### src/rtl/jk_bank_arbiter.sv
// ----------------------------------------------------------------------------
// jk_bank_arbiter
//
// Round-robin arbiter that shares one WIDTH-bit bank of JK flip-flops between
// NUM_REQ requesters. The granted requester's J/K masks are applied per bit
// (00 hold, 01 clear, 10 set, 11 toggle). Every transfer yields a registered
// one-cycle response that carries the requester id and the updated bank.
//
// Optional feature (build macro TFF_ARB_LOCK_EN):
//   A transfer with req_lock=1 locks the grant to that requester until it
//   transfers with req_lock=0. The lock is force-released after LOCK_MAX
//   consecutive cycles in which the owner does not assert req_valid.
//   Without the macro, req_lock is ignored and no lock state is built.
//
// Ports:
//   clk         in   clock, all logic on posedge
//   reset       in   synchronous, active-high reset
//   req_valid   in   [NUM_REQ]        request valid per requester
//   req_j       in   [NUM_REQ*WIDTH]  J masks, requester i at [i*WIDTH +: WIDTH]
//   req_k       in   [NUM_REQ*WIDTH]  K masks, same packing as req_j
//   req_lock    in   [NUM_REQ]        hold grant after this transfer
//   req_ready   out  [NUM_REQ]        one-hot grant, combinational
//   resp_valid  out  1                response strobe, one cycle per transfer
//   resp_id     out  [clog2(NUM_REQ)] id of the requester whose op completed
//   q           out  [WIDTH]          current bank state
// ----------------------------------------------------------------------------
module jk_bank_arbiter #(
    parameter int NUM_REQ  = 4,
    parameter int WIDTH    = 8,
    parameter int LOCK_MAX = 16
) (
    input  logic                       clk,
    input  logic                       reset,
    input  logic [NUM_REQ-1:0]         req_valid,
    input  logic [NUM_REQ*WIDTH-1:0]   req_j,
    input  logic [NUM_REQ*WIDTH-1:0]   req_k,
    input  logic [NUM_REQ-1:0]         req_lock,
    output logic [NUM_REQ-1:0]         req_ready,
    output logic                       resp_valid,
    output logic [$clog2(NUM_REQ)-1:0] resp_id,
    output logic [WIDTH-1:0]           q
);

    localparam int IDW = $clog2(NUM_REQ);

    // Per-bit JK next state: Q+ = J&~Q | ~K&Q
    function automatic logic [WIDTH-1:0] jk_apply(input logic [WIDTH-1:0] cur,
                                                  input logic [WIDTH-1:0] j,
                                                  input logic [WIDTH-1:0] k);
        return (j & ~cur) | (~k & cur);
    endfunction

    logic [IDW-1:0]     last_gnt_q, last_gnt_d;
    logic [WIDTH-1:0]   q_q, q_d;
    logic               resp_valid_q, resp_valid_d;
    logic [IDW-1:0]     resp_id_q, resp_id_d;

    logic               rr_found;
    logic [IDW-1:0]     rr_idx;
    logic [IDW-1:0]     gnt_idx;
    logic               xfer;
    logic [NUM_REQ-1:0] ready_c;
    logic [WIDTH-1:0]   j_sel, k_sel;

    // ------------------------------------------------------------------------
    // Round-robin search: first valid requester after last_gnt, wrapping.
    // ------------------------------------------------------------------------
    always_comb begin
        rr_found = 1'b0;
        rr_idx   = '0;
        for (int off = 1; off <= NUM_REQ; off++) begin
            int cand;
            cand = int'(last_gnt_q) + off;
            if (cand >= NUM_REQ) cand = cand - NUM_REQ;
            if (!rr_found && req_valid[cand[IDW-1:0]]) begin
                rr_found = 1'b1;
                rr_idx   = IDW'(cand);
            end
        end
    end

`ifdef TFF_ARB_LOCK_EN
    localparam int IDLE_W = $clog2(LOCK_MAX + 1);

    typedef enum logic {
        ARB  = 1'b0,
        LOCK = 1'b1
    } state_t;

    state_t              state_q, state_d;
    logic [IDW-1:0]      owner_q, owner_d;
    logic [IDLE_W-1:0]   idle_q, idle_d;
    logic                lock_sel;

    // While locked only the owner may be granted, and only when it is valid.
    always_comb begin
        ready_c = '0;
        gnt_idx = rr_idx;
        xfer    = 1'b0;
        if (state_q == LOCK) begin
            gnt_idx = owner_q;
            if (!reset) begin
                ready_c[owner_q] = req_valid[owner_q];
                xfer             = req_valid[owner_q];
            end
        end else if (!reset && rr_found) begin
            ready_c[rr_idx] = 1'b1;
            xfer            = 1'b1;
        end
    end

    assign lock_sel = req_lock[gnt_idx];
`else
    logic unused_lock;
    localparam int unused_lock_max = LOCK_MAX;

    assign unused_lock = ^req_lock;

    always_comb begin
        ready_c = '0;
        gnt_idx = rr_idx;
        xfer    = 1'b0;
        if (!reset && rr_found) begin
            ready_c[rr_idx] = 1'b1;
            xfer            = 1'b1;
        end
    end
`endif

    assign j_sel = req_j[int'(gnt_idx)*WIDTH +: WIDTH];
    assign k_sel = req_k[int'(gnt_idx)*WIDTH +: WIDTH];

    // ------------------------------------------------------------------------
    // Next-state: bank update, response, pointer and (optional) lock FSM.
    // ------------------------------------------------------------------------
    always_comb begin
        last_gnt_d   = last_gnt_q;
        q_d          = q_q;
        resp_valid_d = xfer;
        resp_id_d    = resp_id_q;
        if (xfer) begin
            last_gnt_d = gnt_idx;
            q_d        = jk_apply(q_q, j_sel, k_sel);
            resp_id_d  = gnt_idx;
        end
`ifdef TFF_ARB_LOCK_EN
        state_d = state_q;
        owner_d = owner_q;
        idle_d  = idle_q;
        case (state_q)
            ARB: begin
                if (xfer && lock_sel) begin
                    state_d = LOCK;
                    owner_d = gnt_idx;
                    idle_d  = '0;
                end
            end
            LOCK: begin
                if (xfer) begin
                    idle_d = '0;
                    if (!lock_sel) state_d = ARB;
                end else if (idle_q == IDLE_W'(LOCK_MAX - 1)) begin
                    // This idle cycle brings the count to LOCK_MAX: release.
                    state_d    = ARB;
                    last_gnt_d = owner_q;
                    idle_d     = '0;
                end else begin
                    idle_d = idle_q + IDLE_W'(1);
                end
            end
            default: state_d = ARB;
        endcase
`endif
    end

    // ------------------------------------------------------------------------
    // State registers
    // ------------------------------------------------------------------------
    always_ff @(posedge clk) begin
        if (reset) begin
            last_gnt_q   <= IDW'(NUM_REQ - 1);
            q_q          <= '0;
            resp_valid_q <= 1'b0;
            resp_id_q    <= '0;
        end else begin
            last_gnt_q   <= last_gnt_d;
            q_q          <= q_d;
            resp_valid_q <= resp_valid_d;
            resp_id_q    <= resp_id_d;
        end
    end

`ifdef TFF_ARB_LOCK_EN
    always_ff @(posedge clk) begin
        if (reset) begin
            state_q <= ARB;
            owner_q <= '0;
            idle_q  <= '0;
        end else begin
            state_q <= state_d;
            owner_q <= owner_d;
            idle_q  <= idle_d;
        end
    end
`endif

    assign req_ready  = ready_c;
    assign resp_valid = resp_valid_q;
    assign resp_id    = resp_id_q;
    assign q          = q_q;

endmodule

### config.mk
export PLATFORM = sky130hd
export DESIGN_NAME = jk_bank_arbiter
export DESIGN_NICKNAME = d
export VERILOG_FILES = /design/src/rtl/jk_bank_arbiter.sv
export SDC_FILE = /design/constraint.sdc
export NUM_CORES = 1
export LEC_CHECK = 0
export ABC_CLOCK_PERIOD_IN_PS = 4250
export CORE_UTILIZATION = 30
export DETAILED_ROUTE_END_ITERATION = 7
export GPL_TIMING_DRIVEN = 1
export PLACE_DENSITY = 0.7
export SKIP_LAST_GASP = 1
export SYNTH_ARGS = -nofsm -noshare
export SYNTH_HDL_FRONTEND = slang
export SYNTH_SLANG_ARGS = --single-unit
### constraint.sdc
create_clock -name clk -period 4.25 [get_ports clk]
set_clock_uncertainty 0.05 [all_clocks]
set_input_delay 0.85 -clock clk [delete_from_list [all_inputs] [get_ports clk]]
set_output_delay 0.85 -clock clk [all_outputs]
set_load 0.01 [all_outputs]
# Yosys cells after proc, flatten, opt, wreduce, memory -nomap -nowiden
# Cells that the tools add are included.
# classes
addsub,8
order_cmp,10
shift,2
muxes,24
n_bitwise,5
n_reduce_logical,9
# ops
op,count
$shiftx 32x6->8,2
$and 8x8->8,2
$mux 2,8
$not 8->8,2
$lt 2x3->1 const B,5
$mux 1,10
$ge 3x3->1 const B,3
$bmux 1 s2,4
$or 8x8->8,1
$sub 2x1->2 const B,4
$add 2x2->3 const B,2
$logic_and 1x1->1,5
$add 2x3->4 const B,1
$ge 4x3->1 const B,1
$logic_not 1->1,4
$mux 4,1
$add 2x1->3 const B,1
$demux 1 s2,1
$ge 2x1->1 const B,1
# word_totals
reg_bits,13
in_bits,74
out_inout_bits,15
elab_cells,62

# Depth between registers and ports, before layout
# Gate-level depths: netlist of run 1.
# depth
word_depth,20
mapped_depth,8

# Worst setup path after synthesis of run 1
# No wires, ideal clock.
# synth_path
kind,input port to output port
startpoint,input req_valid[2]
endpoint,output req_ready[1]
t_arrival_ns,2.096
required_ns,3.350
setup_slack_ns,1.254
cell_stages,7
path_cell_list,buf_2 nor2b_1 o21ba_1 buf_2 nor3_1 buf_2 nor4_1
# synth_between
elab_chain_len,17
# synth_rtl
element,line,rtl
start: declaration,34,"input logic [NUM_REQ-1:0] req_valid,"
$bmux 1 s2,75,if (!rr_found && req_valid[cand[IDW-1:0]]) begin
$mux 1 (not written as such),75,
$mux 1,75,
$logic_not 1->1,75,
$logic_and 1x1->1,75,
$mux 1,75,
$logic_not 1->1,75,
$logic_and 1x1->1,75,
$mux 1,75,
$logic_not 1->1,75,
$logic_and 1x1->1,75,
$mux 2,75,
$lt 2x3->1 (not written as such) / $ge 2x1->1 (equally long branches),124,ready_c[rr_idx] = 1'b1;
$logic_and 1x1->1 (not written as such),124,
$mux 1 (not written as such),124,
$demux 1 s2,124,
$mux 4 (*),123,if (!reset && rr_found) begin
end: declaration,38,"output logic [NUM_REQ-1:0] req_ready,"
# Mark *: on every way between the ends. The rest lies on a longest branch, timed or not. The select of a mux whose other input is x is not followed.

# Worst setup path in the final report of run 1
# layout_path
startpoint,input req_valid[3]
endpoint,output req_ready[2]
# The elaborated chain is that of the path after synthesis.

==> results of run 1 <==
[per-stage QoR]
stage               hold WS (ns)  cell area, um^2  instances
floorplan                  0.478             1270        145
global placement           0.429             2130        269
detailed placement         0.434             2130        269
CTS                        0.446             2180        273
global route               0.480             2180        273
finish                     0.436             2180        273
[area by class of cell]
cell class | instances | area, um^2
clock buffers | 4 | 45.0
fillers | 395 | 1850
multi-input cells | 115 | 916
flip-flops and latches | 13 | 260
well taps | 50 | 62.6
repair buffers | 91 | 893
[where the power goes]
group	internal [mW]	switching, mW
Sequential	0.144	0.0171
Clock	0.0662	0.0454
Combinational	0.168	0.119
[layer usage]
layer | GRT usage, % | vias up
met5 | 0 | -
met1 | 27.1 | 706
met2 | 33.5 | 64
li1 | - | 761
met3 | 2.40 | 5
met4 | 5.05 | 0
[cell families (layout without fill, tap and decap cells)]
group / count (synthesis) / count (layout) / share of synthesized area (%)
AOI/OAI and AO/OA: 54 / 54 / 35.5
and+or+nand+nor: 37 / 37 / 16.9
muxes: 24 / 24 / 18.9
buffers and inverters: 17 / 95 / 8.18
DFF: 13 / 13 / 20.5
[flip-flops by register name (all words and copies together), names as in the netlist]
signal / count
last_gnt_q: 2
resp_valid: 1
q: 8
resp_id: 2
[placed cells by master (no fill, tap or decap), drive strengths merged, types with 2 or more instances in the layout]
cell type      count
o21a               2
mux2i             24
nor4               5
o311a              8
a21oi              2
o31ai              8
clkbuf             4
a32o               8
buf                7
nor3              11
nor2               3
a21o               8
clkdlybuf4s50     84
and3               2
o21bai             3
nand2              2
o21ai              3
nand4              8
dfxtp             13
a311oi             8
nor2b              4
[worst min-delay path, delay by kind of cell, from the launching register on]
family | cells | cell delay, ns
flip-flops | 1 | 0.32
AND/OR/NAND/NOR | 1 | 0.07
AO/OA/AOI/OAI | 1 | 0.06
[worst min-delay path by stage]
stage | startpoint | endpoint | slack (ns)
final | resp_id[1] | resp_id[1] | 0.44
after global routing | resp_id[1] | resp_id[1] | 0.48
after CTS | resp_id[1] | resp_id[1] | 0.45
after detailed placement | resp_id[1] | resp_id[1] | 0.43
after global placement | resp_id[1] | resp_id[1] | 0.43
after floorplan | resp_id[1] | resp_id[1] | 0.48
==> results.sh, run 1 <==
export IMPL_status="completed"
export IMPL_wl_met1_um=1980
export IMPL_numCtsBuffers=3
export IMPL_cts_clk_slew_worst_paths_ns=0.05
export IMPL_yosys_cell_count_top_type="mux2i_1"
export IMPL_r2r_start="last_gnt_q[1]"
export IMPL_n_antenna_cell=0
export IMPL_drcViolationCount=0
export IMPL_critPathCapture="req_ready[2]"
export IMPL_cpMostUsedCell="clkdlybuf4s50_1"
export IMPL_crit_path_start="req_valid[3]"
export IMPL_vias=1536
export IMPL_viasPerCell=5.63
export IMPL_irDropWorstVdd_mv=0.103
export IMPL_wirelength_um=4330
export IMPL_clk_latency_ns=0.24
export IMPL_top_layer="met4"
export IMPL_fin_ws_ns=0.432
export IMPL_start_util_pct=31.5
export IMPL_period_needed_ns=3.82
export IMPL_route_met3_wl_um=275
export IMPL_critPathSlowestCell="clkdlybuf4s50_1"
export IMPL_worstMarginPinSlew_ns=0.735
export IMPL_met2_length_um=2040
export IMPL_wl_per_cell_um=15.8
export IMPL_final_util_pct=54.0
export IMPL_worstPathRequired_ns=3.35
export IMPL_worst_endpoint_arrival_ns=2.92
export IMPL_setup_violations=0
export IMPL_row_count=23
export IMPL_finalCritPeriodShare_pct=89.8
export IMPL_die_h_um=67.1
export IMPL_cp_slowest_stage_delay_ns=0.59
export IMPL_cts_resized=0
export IMPL_core_um2=4030
export IMPL_grt_pass1_vias=1453
export IMPL_ys_types=30
export IMPL_p_leak_nw=0.883
export IMPL_area_growth_syn_to_layout_pct=71.4
export IMPL_path_class="in2out"
export IMPL_cp_depth=6
export IMPL_antenna_found_initial=0
export IMPL_dp_slack_ns=0.447
export IMPL_yosys_area_top_type="dfxtp_1"
export IMPL_ant_nets=0
export IMPL_portBuffers=84
export IMPL_hold_depth=2
export IMPL_clockBufferDepth=2
export IMPL_cts_setup_buffers=0
export IMPL_endpoint_kind="primary output"
export IMPL_power_mw=0.559
export IMPL_hold_violations=0
export IMPL_clkSinkCount=13
export IMPL_worstReg2RegEnd="q[0]"
export IMPL_relSlewSlack_pct=50.8
export IMPL_synthArstFlopShare_pct=0
export IMPL_worstPathCellList="clkdlybuf4s50_1 -> nor2b_4 -> o21a_1 -> nor3_2 -> and3_1 -> clkdlybuf4s50_1"
export IMPL_ys_seq_area_share_pct=20.5
export IMPL_routabilityCongestion=0.807
export IMPL_fmax_ghz=0.262
export IMPL_reg2regPathDepth=6
export IMPL_h_tree_depth=1
export IMPL_cap_violations=0
export IMPL_cp_start_kind="input pin"
export IMPL_grt_max_degree=33
export IMPL_first_pass_iters=4
export IMPL_avgSynthCellArea_um2=8.76
export IMPL_synth_area_um2=1270
export IMPL_die_w_um=67.1
export IMPL_yosys_most_used_dff="dfxtp_1"
export IMPL_io_pins=89
export IMPL_synth_edff_count=0
export IMPL_grt_pass1_wl_um=6900
export IMPL_yosys_warnings=0
export IMPL_synth_nets=219
export IMPL_cts_hold_buf=0
export IMPL_hold_path_class="reg2reg"
export IMPL_cp_top_family="buffers and inverters"
export IMPL_ys_ff_latch=13
export IMPL_power_density_nw_per_um2=257
export IMPL_path_buf_inv=2
export IMPL_synth_area_leaders="dfxtp_1, mux2i_1, a32o_1"
export IMPL_cts_root_buffer="clkbuf_8"
export IMPL_cts_tree="built"
export IMPL_netlist_instances=145
export IMPL_grt_overflow=0
export IMPL_synth_common_cells="mux2i_1, dfxtp_1, nor3_1"
export IMPL_setup_tns_ns=0
export IMPL_synth_top_area_share_pct=20.5
export IMPL_post_dp_hpwl_um=3140
export IMPL_die_area_um2=4500
export IMPL_drtIter0Drc=135
export IMPL_drv_slew=0
export IMPL_grt_usage_pct=20.1
export IMPL_r2r_slack_ns=2.17
export IMPL_crit_fanout=10
export IMPL_drive_above_1_share_pct=6.73
export IMPL_nets=298
export IMPL_rsz0062_at_grt="no"
No activity file was read; power rests on OpenSTA's default activity.
==> run 2, diff against run 1 <==
--- a/config.mk
+++ b/config.mk
@@ -5,11 +5,12 @@
 export SDC_FILE = /design/constraint.sdc
 export NUM_CORES = 1
 export LEC_CHECK = 0
+export ABC_AREA = 1
 export ABC_CLOCK_PERIOD_IN_PS = 4250
 export CORE_UTILIZATION = 30
 export DETAILED_ROUTE_END_ITERATION = 7
 export GPL_TIMING_DRIVEN = 1
-export PLACE_DENSITY = 0.7
+export PLACE_DENSITY = 0.65
 export SKIP_LAST_GASP = 1
 export SYNTH_ARGS = -nofsm -noshare
 export SYNTH_HDL_FRONTEND = slang
==> run 2 against run 1 <==
First-iteration DRC count shrank 18%. Synthesized area grew 18%. Maximum frequency shrank 2.0%. Sequential share of layout area shrank 1.2 points. Non-clock buffer count is the same. Combinational power grew to 5.3 times the previous value. Register-to-register slack lost 0.40 ns. Setup slack lost 0.080 ns. Global-route usage shrank 1.6 points. Die area grew 18%. Worst hold slack lost 0.0059 ns.
==> results.sh, run 2 <==
export IMPL_hold_depth=2
export IMPL_die_h_um=72.7
export IMPL_worst_endpoint_arrival_ns=3.00
export IMPL_setup_violations=0
export IMPL_hold_violations=0
export IMPL_worstReg2RegEnd="q[7]"
export IMPL_hold_path_class="reg2reg"
export IMPL_r2r_start="last_gnt_q[0]"
export IMPL_cts_setup_buffers=0
export IMPL_cts_hold_buf=0
export IMPL_grt_pass1_vias=1668
export IMPL_intPower_mw=0.833
export IMPL_pwr_share_seq_pct=12.1
export IMPL_largest_reg_flops=8
export IMPL_irDropWorstVdd_mv=0.543
export IMPL_fmax_ghz=0.257
export IMPL_first_pass_iters=4
export IMPL_wl_per_cell_um=12.0
export IMPL_yosys_cell_count_top_type="nand3_1"
export IMPL_cap_violations=0
export IMPL_grt_pass1_wl_um=7690
export IMPL_vias=1882
export IMPL_grt_usage_pct=18.6
export IMPL_viasPerCell=4.59
export IMPL_stdcell_count=410
export IMPL_combPwrFrac_pct=81.7
export IMPL_n_antenna_cell=0
export IMPL_power_density_nw_per_um2=769
export IMPL_cts_tree="built"
export IMPL_critPathCapture="req_ready[1]"
export IMPL_drv_slew=0
export IMPL_synth_top_area_share_pct=28.0
export IMPL_wl_met1_um=2290
export IMPL_synth_area_leaders="nand3_1, nand2_1, dfxtp_1"
export IMPL_antenna_found_initial=0
export IMPL_h_tree_depth=1
export IMPL_post_dp_hpwl_um=3660
export IMPL_nFillCells=519
export IMPL_p_leak_nw=1.11
export IMPL_route_met3_wl_um=379
export IMPL_nets=418
export IMPL_r2r_slack_ns=1.77
export IMPL_netlist_instances=262
export IMPL_clockPowerShare_pct=6.2
export IMPL_drcViolationCount=0
export IMPL_ys_ff_latch=13
export IMPL_grt_overflow=0
export IMPL_relSlewSlack_pct=72.5
export IMPL_sw_frac_of_total_pct=55.1
export IMPL_avgSynthCellArea_um2=5.73
export IMPL_finalCritPeriodShare_pct=91.7
export IMPL_portBuffers=84
export IMPL_synth_edff_count=0
export IMPL_ys_types=24
export IMPL_die_w_um=72.7
export IMPL_reg2regPathDepth=16
export IMPL_crit_path_start="req_valid[3]"
export IMPL_cts_resized=0
export IMPL_ant_nets=0
export IMPL_synthArstFlopShare_pct=0
export IMPL_clockBufferDepth=2
export IMPL_synth_area_um2=1500
export IMPL_worstPathRequired_ns=3.35
export IMPL_grt_max_degree=33
export IMPL_mostFrequentLayoutCells="nand3_1, clkdlybuf4s50_1, nand2_1"
export IMPL_met2_length_um=2190
export IMPL_die_area_um2=5290
export IMPL_crit_fanout=18
export IMPL_cp_start_kind="input pin"
export IMPL_yosys_area_top_type="nand3_1"
export IMPL_ys_seq_area_share_pct=17.3
export IMPL_area_growth_syn_to_layout_pct=61.0
export IMPL_power_switching_mw=1.02
export IMPL_cts_clk_slew_worst_paths_ns=0.06
export IMPL_dp_cells=406
export IMPL_synth_nets=336
export IMPL_rsz0062_at_grt="no"
export IMPL_clkSinkCount=13
export IMPL_io_pins=89
export IMPL_path_class="in2out"
export IMPL_clk_latency_ns=0.25
export IMPL_period_needed_ns=3.90
export IMPL_worstMarginPinSlew_ns=0.412
export IMPL_synth_common_cells="nand3_1, nand2_1, inv_1, nor2_1, dfxtp_1"
export IMPL_drtIter0Drc=111
export IMPL_row_count=25
export IMPL_yosys_warnings=0
export IMPL_routabilityCongestion=0.847
export IMPL_drive_above_1_share_pct=9.91
export IMPL_wirelength_um=4930
export IMPL_setup_tns_ns=0
export IMPL_numCtsBuffers=3
export IMPL_cts_root_buffer="clkbuf_8"
export IMPL_top_layer="met4"
export IMPL_core_um2=4750
export IMPL_status="completed"
export IMPL_yosys_most_used_dff="dfxtp_1"
export IMPL_start_util_pct=31.6
export IMPL_endpoint_kind="primary output"
## run 2: cell types whose count changed in the layout (fill, tap and decap cells not counted), sizes merged, moves of 10 or more
| cell | change |
|---|---|
| nand2 | +86 |
| nand3 | +89 |
| mux2i | -24 |
| inv | +29 |
| nor3 | -10 |
| nor2 | +19 |
## run 2: routing by layer
metal  vias up  global-route usage [%]
met5         -                       0
met4         0                    5.88
met3         5                    3.04
met2        68                    29.9
met1       800                    25.3
li1       1009                       -
## run 2: stage by stage
step	hold WS [ns]	area, um^2	worst slack (ns)	power [mW]	utilization [%]
5_1_grt	0.440	2410	0.131	2.06	50.8
3_5_place_dp	0.421	2370	0.328	1.75	49.8
4_1_cts	0.432	2410	0.307	1.88	50.8
2_1_floorplan	0.442	1500	1.28	1.40	-
6_report	0.430	2410	0.352	1.86	50.8
3_3_place_gp	0.421	2370	0.369	1.74	49.8
## run 2: layout make-up
class,count,area [um^2],area share (%)
well taps,67,83.8,3.47
clock inverters,1,5.00,0.207
multi-input cells,206,1020,42.2
repair buffers,91,893,37.0
clock buffers,3,41.3,1.71
inverters,29,111,4.61
flip-flops and latches,13,260,10.8
## run 2: logic make-up (layout without fill, tap and decap cells)
group / Yosys count / after routing / share of synthesized area [%]
buffers and inverters: 43 / 124 / 14.7
AO/OA/AOI/OAI: 4 / 4 / 1.92
AND/OR/NAND/NOR: 202 / 202 / 66.1
flip-flops: 13 / 13 / 17.3
## run 2: how the worst min path moves through the flow
| stage | start | endpoint | slack [ns] |
|---|---|---|---|
| 6_report | resp_id[1] | resp_id[1] | 0.43 |
| 5_1_grt | resp_id[1] | resp_id[1] | 0.44 |
| 2_1_floorplan | resp_id[1] | resp_id[1] | 0.44 |
| 4_1_cts | resp_id[1] | resp_id[1] | 0.43 |
| 3_5_place_dp | resp_id[1] | resp_id[1] | 0.42 |
| 3_3_place_gp | resp_id[1] | resp_id[1] | 0.42 |
## run 2: power by group through the flow
stage          Combinational (mW)  Sequential (mW)  Clock [mW]
2_1_floorplan                1.17            0.236           0
3_3_place_gp                 1.51            0.228           0
3_5_place_dp                 1.53            0.228           0
4_1_cts                      1.53            0.226       0.120
5_1_grt                      1.71            0.231       0.124
6_report                     1.52            0.225       0.115
## run 2: critical path, cell delays in order
cell	delay (ns)
clkdlybuf4s50_1	0.42
inv_1	0.07
nand2_1	0.08
nand3_2	0.13
nand2_4	0.08
nor2_8	0.14
nand4_1	0.14
nand2_4	0.25
inv_4	0.06
nor3_1	0.20
clkdlybuf4s50_1	0.58
